[src/rtl/av_slave_fft_loader_pkg.sv]
// rtl/av_slave_fft_loader_pkg.sv - shared widths, address map and helpers for the FFT loader slave
package av_slave_pkg;

  localparam int ADDR_W      = 9;
  localparam int DATA_W      = 32;
  localparam int SAMPLE_W    = 16;
  localparam int NUM_SAMPLES = 256;
  localparam int START_BIT   = 16;
  localparam int CNT_W       = $clog2(NUM_SAMPLES + 1);

  localparam logic [ADDR_W-1:0] CTRL_ADDR = ADDR_W'(NUM_SAMPLES);
  localparam logic [CNT_W-1:0]  CNT_FULL  = CNT_W'(NUM_SAMPLES);

  function automatic logic is_sample_addr(input logic [ADDR_W-1:0] addr);
    return addr < CTRL_ADDR;
  endfunction

endpackage

[src/rtl/av_slave_fft_loader_write_edge.sv]
// rtl/av_slave_fft_loader_write_edge.sv - turns a held write request into a single-cycle accept pulse
module av_write_edge (
  input  logic clk,
  input  logic n_rst,
  input  logic wr_req,
  output logic accept
);

  logic wr_req_q;

  always_ff @(posedge clk) begin
    if (!n_rst) begin
      wr_req_q <= 1'b0;
    end else begin
      wr_req_q <= wr_req;
    end
  end

  // Clearing the history in reset makes a request held across release count as new.
  assign accept = wr_req & ~wr_req_q;

endmodule

[src/rtl/av_slave_fft_loader.sv]
// rtl/av_slave_fft_loader.sv - Avalon-MM write slave feeding FFT sample memory; AV_SLAVE_AUTO_START_EN adds auto start
module av_slave_fft_loader
  import av_slave_pkg::*;
(
  input  logic                clk,
  input  logic                n_rst,
  input  logic                slave_chipselect,
  input  logic                slave_read,
  input  logic                slave_write,
  input  logic [ADDR_W-1:0]   slave_address,
  input  logic [DATA_W-1:0]   slave_writedata,
  output logic                sWriteEn,
  output logic [ADDR_W-1:0]   wAddress,
  output logic [SAMPLE_W-1:0] fft_init_data,
  output logic                fft_start
);

  logic             wr_req;
  logic             accept;
  logic [CNT_W-1:0] sample_cnt;
  logic             unused_ok;

  assign wr_req    = slave_chipselect & slave_write;
  assign unused_ok = ^{slave_read, slave_writedata[DATA_W-1:START_BIT+1]};

  av_write_edge u_write_edge (
    .clk    (clk),
    .n_rst  (n_rst),
    .wr_req (wr_req),
    .accept (accept)
  );

  always_ff @(posedge clk) begin
    if (!n_rst) begin
      sWriteEn      <= 1'b0;
      wAddress      <= '0;
      fft_init_data <= '0;
      fft_start     <= 1'b0;
      sample_cnt    <= '0;
    end else begin
      sWriteEn  <= 1'b0;
      fft_start <= 1'b0;

      if (accept && is_sample_addr(slave_address)) begin
        sWriteEn      <= 1'b1;
        wAddress      <= slave_address;
        fft_init_data <= slave_writedata[SAMPLE_W-1:0];
        if (sample_cnt != CNT_FULL) begin
          sample_cnt <= sample_cnt + 1'b1;
        end
      end

`ifdef AV_SLAVE_AUTO_START_EN
      // Counter reaches full on the write's strobe cycle, so the start lands one cycle later.
      if (sample_cnt == CNT_FULL) begin
        fft_start  <= 1'b1;
        sample_cnt <= '0;
      end
`endif

      if (accept && (slave_address == CTRL_ADDR) && slave_writedata[START_BIT]) begin
        fft_start  <= 1'b1;
        sample_cnt <= '0;
      end
    end
  end

endmodule

[config.mk]
export PLATFORM = sky130hd
export DESIGN_NAME = av_slave_fft_loader
export DESIGN_NICKNAME = d
export VERILOG_FILES = /design/src/rtl/av_slave_fft_loader_pkg.sv /design/src/rtl/av_slave_fft_loader_write_edge.sv /design/src/rtl/av_slave_fft_loader.sv
export SDC_FILE = /design/constraint.sdc
export NUM_CORES = 1
export LEC_CHECK = 0
export ABC_AREA = 1
export CAP_MARGIN = 20
export CORE_ASPECT_RATIO = 0.7
export CORE_MARGIN = 4
export CORE_UTILIZATION = 33
export DETAILED_ROUTE_END_ITERATION = 12
export GPL_TIMING_DRIVEN = 0
export PLACE_DENSITY = 0.81
export RECOVER_POWER = 50
export SLEW_MARGIN = 20
export SYNTH_ARGS = -nofsm -noshare
export SYNTH_HDL_FRONTEND = slang
export SYNTH_SLANG_ARGS = --single-unit
[constraint.sdc]
create_clock -name clk -period 1 [get_ports clk]
set_input_delay 0.3 -clock clk [delete_from_list [all_inputs] [get_ports clk]]
set_output_delay 0.3 -clock clk [all_outputs]
set_load 0.02 [all_outputs]
[Word-level counts from Yosys, hierarchy flattened]
Cells that the tools add are included.
Operators by class
  order comparisons: 1
  bitwise logic cells: 3
  multiplexer cells: 2
  equality and inequality tests: 1
  reduce and logical (&&, ||, !) cells: 3
Operators by type and width (count)
  9-bit equality test, second input constant: 1
  9-bit < comparator, second input constant: 1
  1-bit logical AND: 3
  1-bit bitwise AND: 2
  1-bit two-way mux: 2
  1-bit inverter: 1
Word-level totals
  output and inout bits: 27
  logic and storage cells: 15
  flip-flop bits (word level): 28

[Depth between registers and ports, before layout]
Gate-level depths: netlist of the first run.
  depth in word-level cells: 5
  gate-level depth with buffers: 6
  mapped depth without buffers: 5

[By module]
A second synthesis of the first run with hierarchy kept.
Second synthesis, totals
  cells, all modules: 136
  area, all modules: 1079.8 um2
By module, submodules not included
  av_slave_fft_loader: cells each 131, area an instance 1042.2 um2, instances 1
  av_write_edge: cells each 5, area an instance 37.5 um2, instances 1

[Worst setup path before layout of the first run]
Ideal clock, no wire load.
  path type: in2reg
  from: input slave_chipselect
  to: register fft_init_data[10]
  data required time: 0.885 ns
  data arrival time: 0.854 ns
  slack: 0.031 ns
  cell stages on the path: 6
  path through: nand2_1 inv_2 buf_4 buf_6 a21oi_1 nor2_1
Between the ends
  longest elaborated chain between the ends: 3
Ends and longest elaborated chain
  from (decl): RTL line av_slave_fft_loader.sv:7  | input logic slave_chipselect,
  1-bit bitwise AND: RTL line av_slave_fft_loader.sv:23  | assign wr_req = slave_chipselect & slave_write;
  1-bit bitwise AND: RTL line av_slave_fft_loader_write_edge.sv:20  | assign accept = wr_req & ~wr_req_q;
  1-bit logical AND: RTL line av_slave_fft_loader.sv:44  | if (accept && is_sample_addr(slave_address)) begin
  to (signal assigned): RTL line av_slave_fft_loader.sv:47  | fft_init_data <= slave_writedata[SAMPLE_W-1:0];
  to (decl): RTL line av_slave_fft_loader.sv:14  | output logic [SAMPLE_W-1:0] fft_init_data,
No other way between the ends.
A chain may end at the register's enable or synchronous reset.

[Worst setup path in the final report of the first run]
  from: register fft_init_data[8]
  to: output fft_init_data[8]
No word-level cell between the ends.

==> results of run 1 <==
## placed cells by master, fill, tap and decap left out
master and count:
buf_2 3, buf_6 31, clkbuf_1 1, nor2_1 31
clkdlybuf4s50_1 25, nand3_1 25, a21oi_2 5, inv_2 1
dlygate4sd2_1 3, nor2_4 1, buf_8 1, inv_1 25
bufinv_16 1, clkbuf_8 3, a21oi_1 19, nand2_1 32
dfxtp_2 28, buf_4 10, clkbuf_4 1
## tightest hold or removal path, stage by stage
cell and delay [ns]:
buf_2 0.14, nand2_1 0.07, nor2_1 0.03
## area by class of cell
class | instances | area [sq um] | area share
Clock inverter | 1 | 30.0 | 0.0144
Buffer | 12 | 100 | 0.0481
Clock buffer | 3 | 41.3 | 0.0198
Timing Repair Buffer | 63 | 642 | 0.308
Tap cell | 50 | 62.6 | 0.0301
Multi-Input combinational cell | 113 | 512 | 0.246
Sequential cell | 28 | 596 | 0.286
Inverter | 26 | 97.6 | 0.0469
## worst paths after layout
kind                                         start                  endpoint  slack [ns]  cells after the start
setup / recovery     fft_init_data[8]$_SDFFE_PN0P_          fft_init_data[8]       -0.05                      1
hold / removal                               n_rst  wAddress[4]$_SDFFE_PN0P_        0.29                      3
setup reg to reg  u_write_edge.wr_req_q$_SDFF_PN0_  wAddress[2]$_SDFFE_PN0P_        0.03                      5
hold reg to reg           wAddress[8]$_SDFFE_PN0P_  wAddress[8]$_SDFFE_PN0P_        0.46                      2
## report_power, final
part	internal (mW)	leakage (nW)	switching (mW)	total, mW
Clock	0.536	0.0357	0.344	0.880
Sequential	1.18	0.241	0.0372	1.21
Combinational	0.302	0.720	0.269	0.572
## metal layers
| metal | global-route usage | share of wire |
|---|---|---|
| met5 | 0 | 0 |
| met3 | 0.0395 | 0.062 |
| met1 | 0.193 | 0.45 |
| met4 | 0.0217 | 0.0024 |
| met2 | 0.265 | 0.48 |
## stage by stage
stage / utilization / cell area (sq um) / hold slack, ns / total power [mW]
2_1_floorplan: - / 1240 / 0.442 / 1.49
3_3_place_gp: 0.520 / 1850 / 0.425 / 1.74
3_5_place_dp: 0.520 / 1850 / 0.428 / 1.74
4_1_cts: 0.582 / 2070 / 0.284 / 2.69
5_1_grt: 0.585 / 2080 / 0.295 / 2.80
6_report: 0.585 / 2080 / 0.292 / 2.66
## state kept, by name (all words and copies together), names as in the netlist
signal,flops
wAddress,9
u_write_edge.wr_req_q,1
fft_start,1
sWriteEn,1
fft_init_data,16
## what timing repair did
item                       CTS  global route
hold endpoints to repair     0             0
pin swaps                    5             0
setup endpoints to repair   53            50
cloned                       2             0
buffers inserted             5             1
gates resized for setup    208             2
## kinds of logic (layout without fill, tap and decap cells)
family	after synthesis	after routing	share of synthesized area
DFF	28	28	0.453
and+or+nand+nor	89	89	0.302
buffers and inverters	39	105	0.148
AOI/OAI and AO/OA	24	24	0.0972
==> impl_metrics.csv, run 1 <==
group,metric,value,unit
critical_path,critPathMaxFanout,2,
placed_design,portBuffers,55,
routing,postRouteWirelength,3400,um
routing,drtAntennaViolNets,0,
clocking,clockBufferDepth,2,
clocking,clk_transition_reported_paths,0.10,ns
sta,setup_viol,27,
sta,finalCritPeriodShare,1.05,
flow_run,max-cap-violations,0,
grt,antenna_found_initial,0,
routing,drt-initial-drc-count,45,
die,die-area,0.00480,sq mm
sta,worst_slack,-0.0460,ns
routing,vias,1304,
sta,fin_tns_setup,-0.865,ns
logic_synthesis,ys.flop_type,"dfxtp_1",
die,start_util,0.347,
clocking,cts.sinks,28,
logic_synthesis,yosysMostFrequentCell,"nand2_1",
placed_design,place_congestion,0.771,
sta,max_freq,956,MHz
placed_design,dp_hpwl,2470,um
logic_synthesis,synth_common_cells,"32 x nand2_1, 31 x nor2_1, 28 x dfxtp_1",
routing,drc,0,
sta,rsz0062_at_grt,"true",
sta,clock_skew,0.00714,ns
grt,track_usage,0.152,
critical_path,start_kind,"register",
layout,nNetsFinal,293,
grt,grt_pass1_wl,5710,um
logic_synthesis,avgSynthCellArea,6.87,sq um
critical_path,slowest_delay,0.36,ns
outcome,violations,"negative setup slack",
logic_synthesis,syn_area,0.00124,sq mm
logic_synthesis,seq_area_frac_synth,0.453,
critical_path,path_cells,"buf_6",
critical_path,worst-path-buf-inv,1,
layout,antenna_cells,0,
sta,slew_headroom,0.705,
critical_path,crit_slowest_cell,"dfxtp_2",
clocking,clkLatencyLatePin,0.27,ns
clocking,cts_hold_buffers,0,
layout,syn_to_final_growth,68.3,%
outcome,status,"finished with violations",
power_and_ir_drop,power_density,1280,mW/mm^2
logic_synthesis,yosys_warnings,0,
layout,fill_cells,380,
clocking,cts_max_level,1,
die,ios,73,
logic_synthesis,async_reset_ff_frac,0,
logic_synthesis,synth_seq_cells,28,
critical_path,arrival,0.75,ns
logic_synthesis,synth.net_count,226,
clocking,cts_tree,"yes",
routing,wl_per_cell,11.5,um
clocking,root_buffer,"clkbuf_8",
die,row_count,18,
logic_synthesis,synth.area.top_cells,"dfxtp_1 45%, nand3_1 10%, a21oi_1 9.7%, nand2_1 9.7%, nor2_1 9.4%",
logic_synthesis,synth_top_cell_area_share,0.453,
logic_synthesis,synth_top_area_cell,"dfxtp_1",
sta,maxSlewViolCount,0,
logic_synthesis,ys_types,12,
critical_path,critPathTopFamily,"flip-flops",
placed_design,pre_cts_slack,-0.505,ns
logic_synthesis,syn_inst,180,
die,coreArea,0.00356,sq mm
grt,overflow,0,
routing,via_per_inst,4.41,
clocking,cts_buffers,3,
placed_design,numPlacedInstances,285,
die,die_width,81.2,um
critical_path,critical_path_class,"register to primary output",
power_and_ir_drop,irDropWorstVdd,0.697,mV
critical_path,endpoint_kind,"primary output",
layout,stdcell_count,296,
routing,firstDrtPassIters,4,
sta,tightest_slew,0.442,ns
sta,hold_viol_final,0,
logic_synthesis,synth-edff-count,0,
min_path,hold_path_class,"input pin to register",
sta,fin_crit,1.05,ns
layout,final_layout_size_suffix_gt1_frac,0.346,
grt,grt_pass1_vias,1287,
critical_path,critPathRequiredTime,0.70,ns
die,dieHeight,59.2,um
grt,grt_max_degree,20,
power_and_ir_drop,leakage,0.996,nW
Note: power is estimated with default switching activity, not from simulation.
==> inputs of run 2 (changes only) <==
--- a/config.mk
+++ b/config.mk
@@ -9,10 +9,10 @@
 export CAP_MARGIN = 20
 export CORE_ASPECT_RATIO = 0.7
 export CORE_MARGIN = 4
-export CORE_UTILIZATION = 33
+export CORE_UTILIZATION = 37
 export DETAILED_ROUTE_END_ITERATION = 12
 export GPL_TIMING_DRIVEN = 0
-export PLACE_DENSITY = 0.81
+export PLACE_DENSITY = 0.85
 export RECOVER_POWER = 50
 export SLEW_MARGIN = 20
 export SYNTH_ARGS = -nofsm -noshare
==> constraint.sdc (replaced) <==
create_clock -name clk -period 1.1 [get_ports clk]
set_input_delay 0.33 -clock clk [delete_from_list [all_inputs] [get_ports clk]]
set_output_delay 0.33 -clock clk [all_outputs]
set_load 0.02 [all_outputs]
==> run 2 against run 1 <==
Compared with the run above: design area rose by 0.30%; sequential power fell by 9%; combinational power fell by 3%; critical path depth stayed put; worst setup slack improved by 0.072 ns; clock-buffer cell count is the same; largest power group unchanged; die area fell by 9.6%; clock skew shrank 0.0063 ns; flip-flop and latch count stayed put; global-route usage is 0.96 points higher; the run now ends clean; routed wire length is 1.6% higher.
==> impl_metrics.csv, run 2 (synthesized netlist as in run 1, its figures left out) <==
group,metric,value,unit
critical_path,critPathTopFamily,"flip-flops",
grt,overflow,0,
sta,whs,0.328,ns
layout,antenna_cells,0,
critical_path,critPathRequiredTime,0.77,ns
layout,nNetsFinal,300,
clocking,root_buffer,"clkbuf_8",
clocking,cts.sinks,28,
grt,grt_pass1_vias,1280,
grt,track_usage,0.161,
grt,grt_pass1_wl,5710,um
critical_path,arrival,0.74,ns
sta,fin_crit,1.07,ns
die,ios,73,
layout,syn_to_final_growth,68.8,%
routing,postRouteWirelength,3460,um
routing,drtAntennaViolNets,0,
layout,top_regs,"fft_init_data x16, wAddress x9",
power_and_ir_drop,irDropWorstVdd,0.695,mV
routing,wl_per_cell,11.9,um
clocking,clkLatencyLatePin,0.26,ns
critical_path,path_cells,"buf_4",
clocking,cts_max_level,1,
die,row_count,17,
critical_path,critPathMaxFanout,2,
routing,vias,1362,
sta,setup_viol,0,
sta,clock_skew,0.000833,ns
die,coreArea,0.00317,sq mm
sta,fin_tns_setup,0,ns
routing,via_per_inst,4.70,
critical_path,critical_path_class,"register to primary output",
critical_path,slowest_delay,0.33,ns
sta,max_freq,931,MHz
power_and_ir_drop,power,2.18,mW
critical_path,worst-path-buf-inv,1,
critical_path,endpoint_kind,"primary output",
layout,final_cell_mix,"31 x nand2_1, 31 x nor2_1, 25 x inv_1, 25 x nand3_1, 25 x dfxtp_2",
critical_path,start_kind,"register",
clocking,cts_tree,"yes",
sta,maxSlewViolCount,0,
die,die-area,0.00434,sq mm
sta,tightest_slew,0.485,ns
routing,drt-initial-drc-count,48,
power_and_ir_drop,power_density,1050,mW/mm^2
sta,slew_headroom,0.677,
sta,rsz0062_at_grt,"true",
critical_path,crit_slowest_cell,"dfxtp_2",
power_and_ir_drop,leakage,1.02,nW
die,dieHeight,56.4,um
min_path,hold_path_class,"input pin to register",
layout,final_layout_size_suffix_gt1_frac,0.357,
placed_design,portBuffers,55,
die,die_width,77.1,um
grt,antenna_found_initial,0,
die,start_util,0.390,
layout,largest-register,"fft_init_data",
placed_design,place_congestion,0.810,
grt,grt_max_degree,15,
placed_design,dp_hpwl,2400,um
clocking,cts_hold_buffers,0,
clocking,clockBufferDepth,2,
routing,firstDrtPassIters,4,
sta,hold_viol_final,0,
flow_run,max-cap-violations,0,
layout,largest_reg_flops,16,
sta,finalCritPeriodShare,0.977,
clocking,cts_buffers,3,
outcome,status,"finished, final reports clean",
routing,drc,0,
clocking,clk_transition_reported_paths,0.09,ns
-- run 2: cell count changes in the layout (fill, tap and decap cells not counted), sizes merged --
cell | before | now
bufbuf | 0 | 1
buf | 45 | 50
dlygate4sd3 | 0 | 1
clkdlybuf4s50 | 25 | 24
dlygate4sd2 | 3 | 2
clkbuf | 5 | 6
clkdlybuf4s15 | 0 | 1
bufinv | 1 | 0
-- run 2: what timing repair did --
action	CTS	global route
setup endpoints to repair	53	36
resized for setup	145	52
pin swaps	2	3
buffers inserted	4	8
cloned	3	0
-- run 2: layout make-up --
type / instances / area, sq um
Sequential cell: 28 / 592
Multi-Input combinational cell: 113 / 533
Inverter: 26 / 100
Clock buffer: 3 / 41.3
Tap cell: 38 / 47.5
Fill cell: 297 / 1080
Buffer: 12 / 98.8
Timing Repair Buffer: 70 / 674
-- run 2: per-stage QoR --
step,std cells,setup slack [ns],utilization,area [sq um]
after floorplan,180,0.101,-,1240
after global placement,273,-0.448,0.579,1830
after detailed placement,273,-0.460,0.579,1830
after CTS,283,0.000536,0.598,1900
after global routing,290,-0.00703,0.659,2090
final,290,0.0257,0.659,2090
-- run 2: final timing paths --
| kind | cells after the start | to | from | slack [ns] |
|---|---|---|---|---|
| setup / recovery | 1 | fft_init_data[8] | fft_init_data[8]$_SDFFE_PN0P_ | 0.03 |
| hold / removal | 3 | wAddress[4]$_SDFFE_PN0P_ | n_rst | 0.33 |
| setup reg to reg | 5 | fft_init_data[12]$_SDFFE_PN0P_ | u_write_edge.wr_req_q$_SDFF_PN0_ | 0.09 |
| hold reg to reg | 2 | wAddress[8]$_SDFFE_PN0P_ | wAddress[8]$_SDFFE_PN0P_ | 0.45 |
-- run 2: tightest hold or removal path, cell delays in order --
cell and delay (ns):
buf_2 0.14, nand2_1 0.07, nor2_1 0.03
-- run 2: power by group --
| part | leakage [nW] | total, mW | switching [mW] | internal (mW) |
|---|---|---|---|---|
| combinational | 0.761 | 0.556 | 0.259 | 0.296 |
| sequential | 0.239 | 1.10 | 0.0303 | 1.07 |
| clock | 0.0216 | 0.531 | 0.286 | 0.245 |
-- run 2: routing by layer --
layer	GRT usage	part of all wire	vias to the layer above
met4	0.0355	0.0040	0
met2	0.273	0.48	50
met5	0	0	-
met1	0.204	0.43	611
li1	-	-	699
met3	0.0481	0.082	2
==> inputs of run 3 (changes only) <==
--- a/config.mk
+++ b/config.mk
@@ -10,9 +10,10 @@
 export CORE_ASPECT_RATIO = 0.7
 export CORE_MARGIN = 4
 export CORE_UTILIZATION = 37
+export CTS_CLUSTER_DIAMETER = 80
 export DETAILED_ROUTE_END_ITERATION = 12
 export GPL_TIMING_DRIVEN = 0
-export PLACE_DENSITY = 0.85
+export PLACE_DENSITY = 0.81
 export RECOVER_POWER = 50
 export SLEW_MARGIN = 20
 export SYNTH_ARGS = -nofsm -noshare
==> constraint.sdc (replaced) <==
create_clock -name clk -period 1.2 [get_ports clk]
set_input_delay 0.36 -clock clk [delete_from_list [all_inputs] [get_ports clk]]
set_output_delay 0.36 -clock clk [all_outputs]
set_load 0.02 [all_outputs]
==> run 3 against run 2 <==
Compared with the run above: sequential power is 9.7% lower; worst hold slack gained 0.075 ns; via count is 4.3% lower; combinational power shrank 22%; clock skew rose by 0.0070 ns; core utilization fell by 7.5 points; worst setup slack better by 0.0048 ns; design area fell by 11%; global-route usage fell by 0.45 points.
==> impl_metrics.csv, run 3 (synthesized netlist as in run 1, its figures left out) <==
group,metric,value,unit
critical_path,path_cells,"buf_2",
power_and_ir_drop,leakage,0.946,nW
clocking,cts_max_level,1,
power_and_ir_drop,irDropWorstVdd,0.622,mV
sta,hold_viol_final,0,
layout,syn_to_final_growth,49.7,%
critical_path,path_depth,1,
die,die-area,0.00434,sq mm
sta,clock_skew,0.00779,ns
grt,grt_max_degree,16,
placed_design,portBuffers,55,
sta,rsz0062_at_grt,"false",
grt,grt_pass1_vias,1267,
sta,whs,0.403,ns
routing,via_per_inst,4.67,
routing,postRouteWirelength,3410,um
die,ios,73,
clocking,cts_tree,"yes",
layout,nNetsFinal,288,
critical_path,reg2regPathDepth,5,
die,start_util,0.390,
sta,setup_viol,0,
critical_path,critPathTopFamily,"flip-flops",
min_path,holdPathStages,3,
clocking,cts.sinks,28,
clocking,root_buffer,"clkbuf_8",
sta,slew_headroom,0.706,
critical_path,worstReg2RegEnd,"fft_init_data[10]$_SDFFE_PN0P_",
routing,drtAntennaViolNets,0,
critical_path,critPathRequiredTime,0.84,ns
clocking,clk_transition_reported_paths,0.10,ns
critical_path,critical_path_class,"register to primary output",
clocking,clockBufferDepth,2,
die,dieHeight,56.4,um
placed_design,dp_hpwl,2470,um
routing,wl_per_cell,12.2,um
critical_path,endpoint_kind,"primary output",
grt,grt_pass1_wl,5620,um
sta,tightest_slew,0.441,ns
sta,worst_slack,0.0306,ns
flow_run,max-cap-violations,0,
min_path,min_to,"wAddress[2]$_SDFFE_PN0P_",
critical_path,slowest_delay,0.36,ns
grt,antenna_found_initial,0,
routing,vias,1304,
routing,drc,0,
critical_path,start_kind,"register",
layout,largest-register,"fft_init_data",
power_and_ir_drop,power_density,1090,mW/mm^2
critical_path,worst-path-buf-inv,1,
routing,firstDrtPassIters,4,
placed_design,pre_cts_slack,-0.392,ns
clocking,clkLatencyLatePin,0.28,ns
die,die_width,77.1,um
sta,fin_crit,1.17,ns
critical_path,r2r_slack,0.17,ns
layout,final_layout_size_suffix_gt1_frac,0.220,
die,coreArea,0.00317,sq mm
placed_design,place_congestion,0.822,
critical_path,critPathMaxFanout,2,
layout,largest_reg_flops,16,
sta,maxSlewViolCount,0,
critical_path,arrival,0.81,ns
min_path,hold_path_class,"input pin to register",
critical_path,crit_slowest_cell,"dfxtp_1",
critical_path,rr_startpoint,"u_write_edge.wr_req_q$_SDFF_PN0_",
routing,drt-initial-drc-count,61,
outcome,status,"finished, final reports clean",
die,row_count,17,
min_path,min_from,"n_rst",
grt,track_usage,0.157,
layout,antenna_cells,0,
layout,final_cell_mix,"31 x nand2_1, 31 x nor2_1, 28 x dfxtp_1",
layout,top_regs,"fft_init_data x16, wAddress x9",
sta,finalCritPeriodShare,0.975,
sta,max_freq,855,MHz
grt,overflow,0,
clocking,cts_buffers,3,
==> run 3: cell types whose count changed in the layout (fill, tap and decap cells not counted), moves of 3 or more <==
cell,change
clkbuf_2,+3
buf_4,-17
dfxtp_2,-25
dfxtp_1,+25
buf_2,+16
buf_6,-13
==> run 3: how the worst max path moves through the flow <==
stage | startpoint | end | slack [ns]
6_report | fft_init_data[13]$_SDFFE_PN0P_ | fft_init_data[13] | 0.03
5_1_grt | fft_init_data[13]$_SDFFE_PN0P_ | fft_init_data[13] | 0.0002
4_1_cts | slave_chipselect | fft_init_data[9]$_SDFFE_PN0P_ | -0.003
3_5_place_dp | slave_address[8] | fft_init_data[6]$_SDFFE_PN0P_ | -0.39
3_3_place_gp | slave_address[8] | fft_init_data[11]$_SDFFE_PN0P_ | -0.36
2_1_floorplan | slave_chipselect | fft_init_data[10]$_SDFFE_PN0P_ | 0.17
==> run 3: worst register-to-register path, delay by kind of cell, from the launching register on <==
kind                   cells  cell delay [ns]
DFF                        1             0.34
buffers and inverters      1             0.24
and+or+nand+nor            4             0.35
==> run 3: routing by layer <==
layer,vias up,part of all wire,track usage
met5,-,0,0
met4,0,0.0023,0.0254
met3,2,0.067,0.0513
met2,42,0.47,0.263
met1,585,0.46,0.200
li1,675,-,-
==> run 3: final cells by class <==
class,instances,area (sq um)
Buffer,13,106
Clock buffer,4,55.1
Fill cell,313,1320
Inverter,26,100
Multi-Input combinational cell,113,518
Sequential cell,28,561
Tap cell,38,47.5
Timing Repair Buffer,57,463
==> run 3: report_power, final <==
group | switching, mW | internal, mW | total, mW | leakage [nW]
registers | 0.0222 | 0.971 | 0.993 | 0.229
clock network | 0.291 | 0.294 | 0.584 | 0.0288
logic | 0.228 | 0.206 | 0.433 | 0.689
==> run 3: through the flow <==
step	util	instances	power, mW	TNS (ns)	cell area (sq um)
2_1_floorplan	-	180	1.24	0	1240
3_3_place_gp	0.579	273	1.45	-10.58	1830
3_5_place_dp	0.579	273	1.45	-10.64	1830
4_1_cts	0.561	278	2.00	-0.00568	1780
5_1_grt	0.584	279	2.10	0	1850
6_report	0.584	279	2.01	0	1850
==> run 3: timing repair <==
item	in CTS	in global routing
resized for setup	116	16
gates cloned	1	1
hold buffers	0	0
pin swaps	0	2
setup endpoints to repair	48	23
buffers inserted	0	0
